### src/rtl/axi_rd_arbiter_if.sv
// rtl/axi_rd_arbiter_if.sv - icache/dcache read request, return and AXI read channel bundle
interface axi_rd_arbiter_if #(
    parameter int ADDR_WIDTH = 32,
    parameter int DATA_WIDTH = 32
);
    logic                  i_r_req;
    logic                  d_r_req;
    logic [ADDR_WIDTH-1:0] i_r_addr;
    logic [ADDR_WIDTH-1:0] d_r_addr;
    logic [7:0]            i_r_length;
    logic [7:0]            d_r_length;
    logic [2:0]            i_r_size;
    logic [2:0]            d_r_size;
    logic                  i_r_rdy;
    logic                  d_r_rdy;
    logic                  i_r_data_ready;
    logic                  d_r_data_ready;
    logic                  i_ret_valid;
    logic                  d_ret_valid;
    logic                  i_ret_last;
    logic                  d_ret_last;
    logic [DATA_WIDTH-1:0] ret_data;

    logic                  arvalid;
    logic                  arready;
    logic [ADDR_WIDTH-1:0] araddr;
    logic [7:0]            arlen;
    logic [2:0]            arsize;
    logic [3:0]            arid;
    logic                  rvalid;
    logic                  rready;
    logic [DATA_WIDTH-1:0] rdata;
    logic                  rlast;

    logic                  arb_err;

    modport master (
        input  i_r_req, d_r_req, i_r_addr, d_r_addr, i_r_length, d_r_length,
               i_r_size, d_r_size, i_r_data_ready, d_r_data_ready,
               arready, rvalid, rdata, rlast,
        output i_r_rdy, d_r_rdy, i_ret_valid, d_ret_valid, i_ret_last, d_ret_last,
               ret_data, arvalid, araddr, arlen, arsize, arid, rready, arb_err
    );

    modport slave (
        output i_r_req, d_r_req, i_r_addr, d_r_addr, i_r_length, d_r_length,
               i_r_size, d_r_size, i_r_data_ready, d_r_data_ready,
               arready, rvalid, rdata, rlast,
        input  i_r_rdy, d_r_rdy, i_ret_valid, d_ret_valid, i_ret_last, d_ret_last,
               ret_data, arvalid, araddr, arlen, arsize, arid, rready, arb_err
    );
endinterface

### src/rtl/axi_rd_arbiter.sv
// rtl/axi_rd_arbiter.sv - single-outstanding icache/dcache AXI read arbiter; CLAP_ARB_RR_EN selects round-robin tie-break
module axi_rd_arbiter #(
    parameter int ADDR_WIDTH = 32,
    parameter int DATA_WIDTH = 32
) (
    input  logic              clk,
    input  logic              rstn,
    axi_rd_arbiter_if.master  bus
);
    typedef enum logic [1:0] {
        ST_IDLE,
        ST_ADDR,
        ST_DATA
    } state_t;

    state_t                r_state;
    logic                  r_gnt_d;
    logic [ADDR_WIDTH-1:0] r_addr;
    logic [7:0]            r_len;
    logic [2:0]            r_size;
    logic [7:0]            r_beat;
    logic                  r_err;
`ifdef CLAP_ARB_RR_EN
    logic                  r_last_d;
`endif

    logic                  w_any_req;
    logic                  w_pick_d;
    logic                  w_in_addr;
    logic                  w_in_data;
    logic                  w_data_ready;
    logic                  w_beat_acc;
    logic [DATA_WIDTH-1:0] w_ret_data;

    assign w_any_req = bus.i_r_req | bus.d_r_req;

    always_comb begin
        w_pick_d = bus.d_r_req;
`ifdef CLAP_ARB_RR_EN
        if (bus.i_r_req && bus.d_r_req) begin
            w_pick_d = ~r_last_d;
        end
`endif
    end

    assign w_in_addr    = (r_state == ST_ADDR);
    assign w_in_data    = (r_state == ST_DATA);
    assign w_data_ready = r_gnt_d ? bus.d_r_data_ready : bus.i_r_data_ready;
    assign w_beat_acc   = w_in_data & bus.rvalid & w_data_ready;
    assign w_ret_data   = bus.rdata;

    assign bus.arvalid     = w_in_addr;
    assign bus.araddr      = w_in_addr ? r_addr : '0;
    assign bus.arlen       = w_in_addr ? r_len  : '0;
    assign bus.arsize      = w_in_addr ? r_size : '0;
    assign bus.arid        = {3'b000, w_in_addr & r_gnt_d};
    assign bus.i_r_rdy     = w_in_addr & bus.arready & ~r_gnt_d;
    assign bus.d_r_rdy     = w_in_addr & bus.arready &  r_gnt_d;
    assign bus.rready      = w_in_data & w_data_ready;
    assign bus.i_ret_valid = w_in_data & ~r_gnt_d & bus.rvalid;
    assign bus.d_ret_valid = w_in_data &  r_gnt_d & bus.rvalid;
    assign bus.i_ret_last  = w_in_data & ~r_gnt_d & bus.rvalid & bus.rlast;
    assign bus.d_ret_last  = w_in_data &  r_gnt_d & bus.rvalid & bus.rlast;
    assign bus.ret_data    = w_ret_data;
    assign bus.arb_err     = r_err;

    always_ff @(posedge clk) begin
        if (!rstn) begin
            r_state  <= ST_IDLE;
            r_gnt_d  <= 1'b0;
            r_addr   <= '0;
            r_len    <= '0;
            r_size   <= '0;
            r_beat   <= '0;
            r_err    <= 1'b0;
`ifdef CLAP_ARB_RR_EN
            r_last_d <= 1'b0;
`endif
        end else begin
            case (r_state)
                ST_IDLE: begin
                    if (w_any_req) begin
                        r_gnt_d  <= w_pick_d;
                        r_addr   <= w_pick_d ? bus.d_r_addr   : bus.i_r_addr;
                        r_len    <= w_pick_d ? bus.d_r_length : bus.i_r_length;
                        r_size   <= w_pick_d ? bus.d_r_size   : bus.i_r_size;
                        r_state  <= ST_ADDR;
`ifdef CLAP_ARB_RR_EN
                        r_last_d <= w_pick_d;
`endif
                    end
                end
                ST_ADDR: begin
                    if (bus.arready) begin
                        r_beat  <= '0;
                        r_state <= ST_DATA;
                    end
                end
                ST_DATA: begin
                    if (w_beat_acc) begin
                        r_beat <= r_beat + 8'd1;
                        // rlast must coincide exactly with the beat whose index equals the latched length
                        if (bus.rlast != (r_beat == r_len)) begin
                            r_err <= 1'b1;
                        end
                        if (bus.rlast) begin
                            r_state <= ST_IDLE;
                        end
                    end
                end
                default: r_state <= ST_IDLE;
            endcase
        end
    end
endmodule

### src/flat_wrapper.sv
// flat-port wrapper written by rule: the top's interface ports become plain ports
module axi_rd_arbiter_flat 
#(
    parameter int ADDR_WIDTH = 32,
    parameter int DATA_WIDTH = 32
)
  (clk, rstn, bus_i_r_req, bus_d_r_req, bus_i_r_addr, bus_d_r_addr, bus_i_r_length, bus_d_r_length, bus_i_r_size, bus_d_r_size, bus_i_r_data_ready, bus_d_r_data_ready, bus_arready, bus_rvalid, bus_rdata, bus_rlast, bus_i_r_rdy, bus_d_r_rdy, bus_i_ret_valid, bus_d_ret_valid, bus_i_ret_last, bus_d_ret_last, bus_ret_data, bus_arvalid, bus_araddr, bus_arlen, bus_arsize, bus_arid, bus_rready, bus_arb_err);
  axi_rd_arbiter_if #(.ADDR_WIDTH(ADDR_WIDTH), .DATA_WIDTH(DATA_WIDTH)) bus_i ();
  input  logic clk;
  input  logic rstn;
  input wire logic [$bits(bus_i.i_r_req)-1:0] bus_i_r_req;
  input wire logic [$bits(bus_i.d_r_req)-1:0] bus_d_r_req;
  input wire logic [$bits(bus_i.i_r_addr)-1:0] bus_i_r_addr;
  input wire logic [$bits(bus_i.d_r_addr)-1:0] bus_d_r_addr;
  input wire logic [$bits(bus_i.i_r_length)-1:0] bus_i_r_length;
  input wire logic [$bits(bus_i.d_r_length)-1:0] bus_d_r_length;
  input wire logic [$bits(bus_i.i_r_size)-1:0] bus_i_r_size;
  input wire logic [$bits(bus_i.d_r_size)-1:0] bus_d_r_size;
  input wire logic [$bits(bus_i.i_r_data_ready)-1:0] bus_i_r_data_ready;
  input wire logic [$bits(bus_i.d_r_data_ready)-1:0] bus_d_r_data_ready;
  input wire logic [$bits(bus_i.arready)-1:0] bus_arready;
  input wire logic [$bits(bus_i.rvalid)-1:0] bus_rvalid;
  input wire logic [$bits(bus_i.rdata)-1:0] bus_rdata;
  input wire logic [$bits(bus_i.rlast)-1:0] bus_rlast;
  output wire logic [$bits(bus_i.i_r_rdy)-1:0] bus_i_r_rdy;
  output wire logic [$bits(bus_i.d_r_rdy)-1:0] bus_d_r_rdy;
  output wire logic [$bits(bus_i.i_ret_valid)-1:0] bus_i_ret_valid;
  output wire logic [$bits(bus_i.d_ret_valid)-1:0] bus_d_ret_valid;
  output wire logic [$bits(bus_i.i_ret_last)-1:0] bus_i_ret_last;
  output wire logic [$bits(bus_i.d_ret_last)-1:0] bus_d_ret_last;
  output wire logic [$bits(bus_i.ret_data)-1:0] bus_ret_data;
  output wire logic [$bits(bus_i.arvalid)-1:0] bus_arvalid;
  output wire logic [$bits(bus_i.araddr)-1:0] bus_araddr;
  output wire logic [$bits(bus_i.arlen)-1:0] bus_arlen;
  output wire logic [$bits(bus_i.arsize)-1:0] bus_arsize;
  output wire logic [$bits(bus_i.arid)-1:0] bus_arid;
  output wire logic [$bits(bus_i.rready)-1:0] bus_rready;
  output wire logic [$bits(bus_i.arb_err)-1:0] bus_arb_err;
  assign bus_i.i_r_req = bus_i_r_req;
  assign bus_i.d_r_req = bus_d_r_req;
  assign bus_i.i_r_addr = bus_i_r_addr;
  assign bus_i.d_r_addr = bus_d_r_addr;
  assign bus_i.i_r_length = bus_i_r_length;
  assign bus_i.d_r_length = bus_d_r_length;
  assign bus_i.i_r_size = bus_i_r_size;
  assign bus_i.d_r_size = bus_d_r_size;
  assign bus_i.i_r_data_ready = bus_i_r_data_ready;
  assign bus_i.d_r_data_ready = bus_d_r_data_ready;
  assign bus_i.arready = bus_arready;
  assign bus_i.rvalid = bus_rvalid;
  assign bus_i.rdata = bus_rdata;
  assign bus_i.rlast = bus_rlast;
  assign bus_i_r_rdy = bus_i.i_r_rdy;
  assign bus_d_r_rdy = bus_i.d_r_rdy;
  assign bus_i_ret_valid = bus_i.i_ret_valid;
  assign bus_d_ret_valid = bus_i.d_ret_valid;
  assign bus_i_ret_last = bus_i.i_ret_last;
  assign bus_d_ret_last = bus_i.d_ret_last;
  assign bus_ret_data = bus_i.ret_data;
  assign bus_arvalid = bus_i.arvalid;
  assign bus_araddr = bus_i.araddr;
  assign bus_arlen = bus_i.arlen;
  assign bus_arsize = bus_i.arsize;
  assign bus_arid = bus_i.arid;
  assign bus_rready = bus_i.rready;
  assign bus_arb_err = bus_i.arb_err;
  axi_rd_arbiter #(.ADDR_WIDTH(ADDR_WIDTH), .DATA_WIDTH(DATA_WIDTH)) u_core (.clk(clk), .rstn(rstn), .bus(bus_i));
endmodule
### config.mk
export PLATFORM = sky130hd
export DESIGN_NAME = axi_rd_arbiter_flat
export DESIGN_NICKNAME = d
export VERILOG_FILES = /design/src/rtl/axi_rd_arbiter_if.sv /design/src/rtl/axi_rd_arbiter.sv /design/src/flat_wrapper.sv
export SDC_FILE = /design/constraint.sdc
export NUM_CORES = 1
export LEC_CHECK = 0
export ABC_AREA = 0
export CORE_MARGIN = 2
export CORE_UTILIZATION = 36
export DETAILED_ROUTE_END_ITERATION = 8
export HOLD_SLACK_MARGIN = 0.02
export PLACE_DENSITY = 0.88
export SYNTH_ARGS = -nofsm -noshare
export SYNTH_HDL_FRONTEND = slang
export SYNTH_SLANG_ARGS = --single-unit
### constraint.sdc
create_clock -name clk -period 1.9 [get_ports clk]
set_input_delay 0.19 -clock clk [delete_from_list [all_inputs] [get_ports clk]]
set_output_delay 0.19 -clock clk [all_outputs]
set_load 0.01 [all_outputs]
==> results.yml, run 1 <==
routing:
  wirelength_um: 8960
  vias_per_cell: 5.10
  drc: 0
  ant_nets: 0
  drt_first_pass_iters: 4
  wire_per_inst_um: 15.4
  vias: 2964
  drtIter0Drc: 53
timing:
  finalClockSkew_ps: 8.25
  fin_ws_ps: 106
  rsz0062_at_grt: "no"
  max_freq_mhz: 557
  period_share_pct: 94.4
  finalHoldViolCount: 0
  tns_ps: 0
  setup_viol: 0
  slew_violations: 0
  min_period_ps: 1790
clocking:
  clock_sinks: 55
  clockRootBuffer: "clkbuf_8"
  clkTransAtPathRegs_ps: 100
  cts_buffers: 5
  cts_tree: "yes"
  htreeDepth: 2
  clk_latency_ps: 300
  clockBufferDepth: 2
synth:
  synth-simple-area-share_pct: 20.3
  synth_common_cells: "dfxtp_1, nand2_1, and2_1"
  async_flop_share_pct: 0
  yosysMostFrequentCell: "dfxtp_1"
  synth_top_family_by_area: "simple AND/OR/NAND/NOR gates"
  synth.area.top_cells: "dfxtp_1, mux2i_1, o211a_1"
  synth-adder-area-share_pct: 0.386
  yosys_warnings: 0
  ys_seq_elements: 55
  ys_types: 36
  synthesis.area_mm2: 0.00324
  syn_area_per_cell_um2: 8.94
  synth_top_area_share_pct: 33.9
  synthMuxAreaShare_pct: 13.6
  synth_flop_cell: "dfxtp_1"
  synthCells: 363
  synth_top_area_cell: "dfxtp_1"
  synth_edf_count: 0
  synth_compound_area_share_pct: 17.4
  synthXorXnorAreaFrac_pct: 2.16
  synth.yosys.seq_area_share_pct: 33.9
die:
  die_x_um: 98.9
  start_util_pct: 37.2
  io_pins: 215
  dieHeight_um: 98.9
  rows: 34
  core_area_mm2: 0.00872
  dieArea_mm2: 0.00979
pwr:
  p_per_area_mw_per_mm2: 627
  intPower_mw: 2.17
  pwr-share-seq_pct: 45.5
  pwr-share-clk_pct: 25.1
  leakagePower_nw: 2.52
  power.switching_mw: 0.806
  combPwrFrac_pct: 29.4
  ir_drop_uv: 289
  p_sw_share_pct: 27.1
critical_path:
  reg2reg_slack_ps: 110
  cp_max_fo: 6
  path_cells: "mux2i_2 -> nor2_1 -> clkdlybuf4s50_1"
  cp.required_ps: 1710
  critPathLaunchType: "flop"
  startpoint: "u_core.r_gnt_d"
  max_stage_delay_ps: 480
  r2r-start: "u_core.r_state[0]"
  cp-end-kind: "primary output"
  crit_family: "buffers and inverters"
  cpMaxStageDelayCell: "clkdlybuf4s50_1"
  path_class: "reg -> out"
  cp.arrival_ps: 1600
  worst-path-buf-inv: 1
grt:
  grt_pass1_vias: 2953
  antenna_found_initial: 0
  grt_use_total_pct: 16.9
  grt_pass1_wl_um: 13600
  grt_remaining_overflow: 0
  grt_max_degree: 46
cells_and_area:
  fin_nets: 601
  fillers: 784
  seq_area_mm2: 0.00111
  area_growth_pct: 46.1
  layout-drive-gt1-share_pct: 8.03
  multi_input_area_mm2: 0.00178
  insertedDiodeCount: 0
worst_hold_path:
  hold_class: "in -> reg"
  holdCritStartpoint: "rstn"
place:
  hpwl_um: 6740
  pre_cts_slack_ps: -6.23
  globalplace.congestion: 0.836
  port_buffers: 147
run_status:
  outcome: "complete, no violations"
run:
  cap_violations: 0
[worst reg2reg max path: stages (launching register included)]
cell      delay [ps]
dfxtp_4          370
nand3b_1         220
buf_4            190
o21a_2           280
or4_1            520
a21oi_1          150
[power by group through the flow]
stage | Clock [mW] | Sequential (mW) | Combinational [mW]
final | 0.747 | 1.35 | 0.873
after global routing | 0.813 | 1.37 | 0.956
after CTS | 0.775 | 1.35 | 0.854
after detailed placement | 0 | 1.37 | 0.880
after global placement | 0 | 1.37 | 0.855
after floorplan | 0 | 1.35 | 0.527
[state kept, by name (all words and copies together), names as in the netlist]
signal and cells:
u_core.r_size 3, u_core.r_len 8, u_core.bus.arb_err 1, u_core.r_gnt_d 1
u_core.r_addr 32, u_core.r_state 2, u_core.r_beat 8
[cell usage in the layout (no fill, tap or decap), types with 3 or more instances in the layout]
cell type         n
dlymetal6s2s_1    6
clkbuf_8          5
buf_12            4
nand2_1          50
nand3b_1          3
o211a_1          43
a21oi_1           6
o21ai_0           5
xnor2_1           8
buf_4            11
conb_1            3
nand4_1           4
dfxtp_1          52
dlygate4sd2_1    41
clkdlybuf4s50_1  98
or3_2             3
mux2i_1          43
and2_1           47
nor2_1            5
[layer usage]
| metal | global-route usage, % | part of all wire (%) |
|---|---|---|
| met5 | 0 | 0 |
| met2 | 29.4 | 50 |
| met1 | 19.4 | 39 |
| met3 | 5.74 | 9.6 |
| met4 | 5.37 | 1.5 |
[what timing repair did]
item	4_1_cts	5_1_grt
setup buffers	0	5
hold endpoints to repair	0	0
gates cloned	0	1
gates resized for setup	47	11
setup endpoints to repair	47	9
pin swaps	0	2
hold buffers	0	0
[path summary, 6_finish.rpt]
path / to / depth (start not counted)
max: bus_rready / 3
min: u_core.r_state[0] / 2
max reg2reg: u_core.r_beat[7] / 5
min reg2reg: u_core.r_addr[16] / 1
[cell type report]
cell class              instances  area share, %
well taps                     108           2.85
multi-input cells             246           37.5
flip-flops and latches         55           23.4
clock buffers                   6           1.53
inverters                       2          0.158
clock inverters                 1          0.633
repair buffers                163           34.0
[logic make-up (layout without fill, tap and decap cells)]
family | count (synthesis) | after routing
AO/OA/AOI/OAI | 64 | 64
multiplexers | 44 | 44
other | 1 | 3
AND/OR/NAND/NOR | 126 | 126
adder cells (fa/ha/maj) | 1 | 1
flip-flops | 55 | 55
XOR/XNOR | 8 | 8
buffers and inverters | 64 | 172
[metrics by stage]
stage	cells	util, %	total power [mW]	area, µm²	hold slack, ps
2_1_floorplan	365	-	1.88	3250	387
3_3_place_gp	568	52.5	2.22	4580	380
3_5_place_dp	568	52.5	2.25	4580	380
4_1_cts	575	53.3	2.98	4650	309
5_1_grt	581	54.4	3.14	4740	299
6_report	581	54.4	2.97	4740	311
Power figures use the tool's default switching activity.
==> run 2: changes to the inputs <==
--- a/config.mk
+++ b/config.mk
@@ -10,7 +10,7 @@
 export CORE_UTILIZATION = 36
 export DETAILED_ROUTE_END_ITERATION = 8
 export HOLD_SLACK_MARGIN = 0.02
-export PLACE_DENSITY = 0.88
+export PLACE_DENSITY = 0.81
 export SYNTH_ARGS = -nofsm -noshare
 export SYNTH_HDL_FRONTEND = slang
 export SYNTH_SLANG_ARGS = --single-unit
==> run 2 against run 1 <==
Flip-flop and latch count did not move. First-iteration DRC count grew 43%. Die area unchanged. Via count fell by 0.37%. Critical path depth is 1 higher. Cell count stayed put. Maximum frequency down 4.3%. Setup slack worse by 80 ps. Sequential power is essentially flat. Core utilization increased by 0.11 points. Combinational power increased by 0.9%. Critical path type unchanged. Highest routed layer unchanged.
==> results.yml, run 2 (synthesis gave the netlist of run 1 again) <==
timing:
  finalHoldViolCount: 0
  max_freq_mhz: 533
  rsz0062_at_grt: "yes"
  slew_violations: 0
  finalClockSkew_ps: 11.1
  setup_viol: 0
  min_period_ps: 1870
  fin_ws_ps: 25.3
  period_share_pct: 98.7
run:
  cap_violations: 0
die:
  core_area_mm2: 0.00872
  dieArea_mm2: 0.00979
  io_pins: 215
  start_util_pct: 37.2
  dieHeight_um: 98.9
  die_x_um: 98.9
  rows: 34
pwr:
  p_sw_share_pct: 27.3
  leakagePower_nw: 2.46
  ir_drop_uv: 285
  power.total_mw: 3.04
  p_per_area_mw_per_mm2: 639
  pwr-share-seq_pct: 44.5
  pwr-share-clk_pct: 26.5
  power.switching_mw: 0.829
  intPower_mw: 2.21
  combPwrFrac_pct: 29.0
critical_path:
  cp_max_fo: 5
  cp.arrival_ps: 1680
  path_class: "reg -> out"
  cpMaxStageDelayCell: "clkdlybuf4s50_1"
  critPathLaunchType: "flop"
  max_stage_delay_ps: 520
  r2r-start: "u_core.r_state[0]"
  worst-path-stages: 4
  path_cells: "nand3b_1 -> nor2_2 -> and2_1 -> clkdlybuf4s50_1"
  reg2reg_slack_ps: 110
  cp-end-kind: "primary output"
  worst-path-buf-inv: 1
  crit_family: "buffers and inverters"
  cp.required_ps: 1710
  reg2reg_depth: 5
  reg2reg_to: "u_core.r_beat[5]"
cells_and_area:
  insertedDiodeCount: 0
  top_regs: "u_core.r_addr: 32 flops, u_core.r_beat: 8 flops, u_core.r_len: 8 flops"
  layout-drive-gt1-share_pct: 8.46
  layout_common_cells: "clkdlybuf4s50_1, dfxtp_1, nand2_1, and2_1, dlygate4sd2_1"
  final_common_cell: "clkdlybuf4s50_1"
  area_growth_pct: 46.4
  top_register: "u_core.r_addr"
  multi_input_area_mm2: 0.00178
  fin_nets: 600
  fin_util_pct: 54.5
  largest_reg_flops: 32
  fillers: 820
  seq_area_mm2: 0.00111
routing:
  ant_nets: 0
  drt_first_pass_iters: 4
  drc: 0
  vias: 2953
  wirelength_um: 9050
  wire_per_inst_um: 15.6
  drtIter0Drc: 76
  vias_per_cell: 5.08
grt:
  grt_pass1_vias: 2977
  grt_max_degree: 88
  grt_use_total_pct: 17.9
  grt_pass1_wl_um: 14200
  grt_remaining_overflow: 0
  antenna_found_initial: 0
worst_hold_path:
  hold_class: "in -> reg"
  holdCritStartpoint: "rstn"
  holdPathEnd: "u_core.r_state[0]"
  holdPathStages: 2
clocking:
  clockRootBuffer: "clkbuf_8"
  cts_tree: "yes"
  cts_buffers: 5
  clkTransAtPathRegs_ps: 100
  htreeDepth: 2
  hold_buffers: 0
  clockBufferDepth: 2
  clock_sinks: 55
  clk_latency_ps: 310
place:
  globalplace.congestion: 0.874
  port_buffers: 147
  pre_cts_slack_ps: 19.4
  hpwl_um: 6310
run_status:
  outcome: "complete, no violations"
-- run 2: cell types whose count changed in the layout (fill, tap and decap cells not counted), sizes merged --
cell          previous run  this run
dlymetal6s2s             6         1
clkinv                   0         1
dlygate4sd2             41        45
buf                     17        18
clkbuf                   7         6
-- run 2: final cells by class --
cell class              count  share of cell area [%]
clock buffers               6                    1.74
inverters                   2                   0.158
multi-input cells         246                    37.4
well taps                 108                    2.84
clock inverters             2                   0.737
repair buffers            162                    33.8
flip-flops and latches     55                    23.3
-- run 2: timing repair --
| item | in CTS | in global routing |
|---|---|---|
| pin swaps | 0 | 1 |
| setup buffers | 3 | 3 |
| cloned | 2 | 0 |
| hold endpoints to repair | 0 | 0 |
| resized for setup | 51 | 6 |
| setup endpoints to repair | 47 | 5 |
-- run 2: power by group through the flow --
stage / Sequential, mW / Combinational [mW] / Clock (mW)
after global placement: 1.37 / 0.843 / 0
after floorplan: 1.35 / 0.527 / 0
after CTS: 1.35 / 0.885 / 0.842
after global routing: 1.37 / 0.965 / 0.876
after detailed placement: 1.38 / 0.860 / 0
final: 1.35 / 0.881 / 0.804
-- run 2: per-stage QoR --
stage	instances	TNS, ps	cell area [µm²]	hold WS, ps
6_report	581	0	4750	290
5_1_grt	581	-81.9	4750	293
4_1_cts	578	0	4720	268
3_5_place_dp	565	0	4560	380
3_3_place_gp	565	0	4560	380
2_1_floorplan	365	0	3250	387
-- run 2: worst max path at each step --
stage / from / to
CTS: u_core.r_state[0] / bus_i_ret_last
global route: u_core.r_state[0] / bus_d_ret_last
finish: u_core.r_state[0] / bus_d_ret_last
detailed placement: bus_rvalid / u_core.r_beat[5]
floorplan: u_core.r_state[0] / u_core.r_beat[5]
global placement: bus_rvalid / u_core.r_beat[5]
-- run 2: layer usage --
metal / track usage (%) / vias up / part of all wire [%]
li1: - / 1438 / -
met1: 20.2 / 1346 / 40
met2: 32.2 / 142 / 49
met3: 5.25 / 27 / 8.6
met4: 5.48 / 0 / 2.4
met5: 0 / - / 0
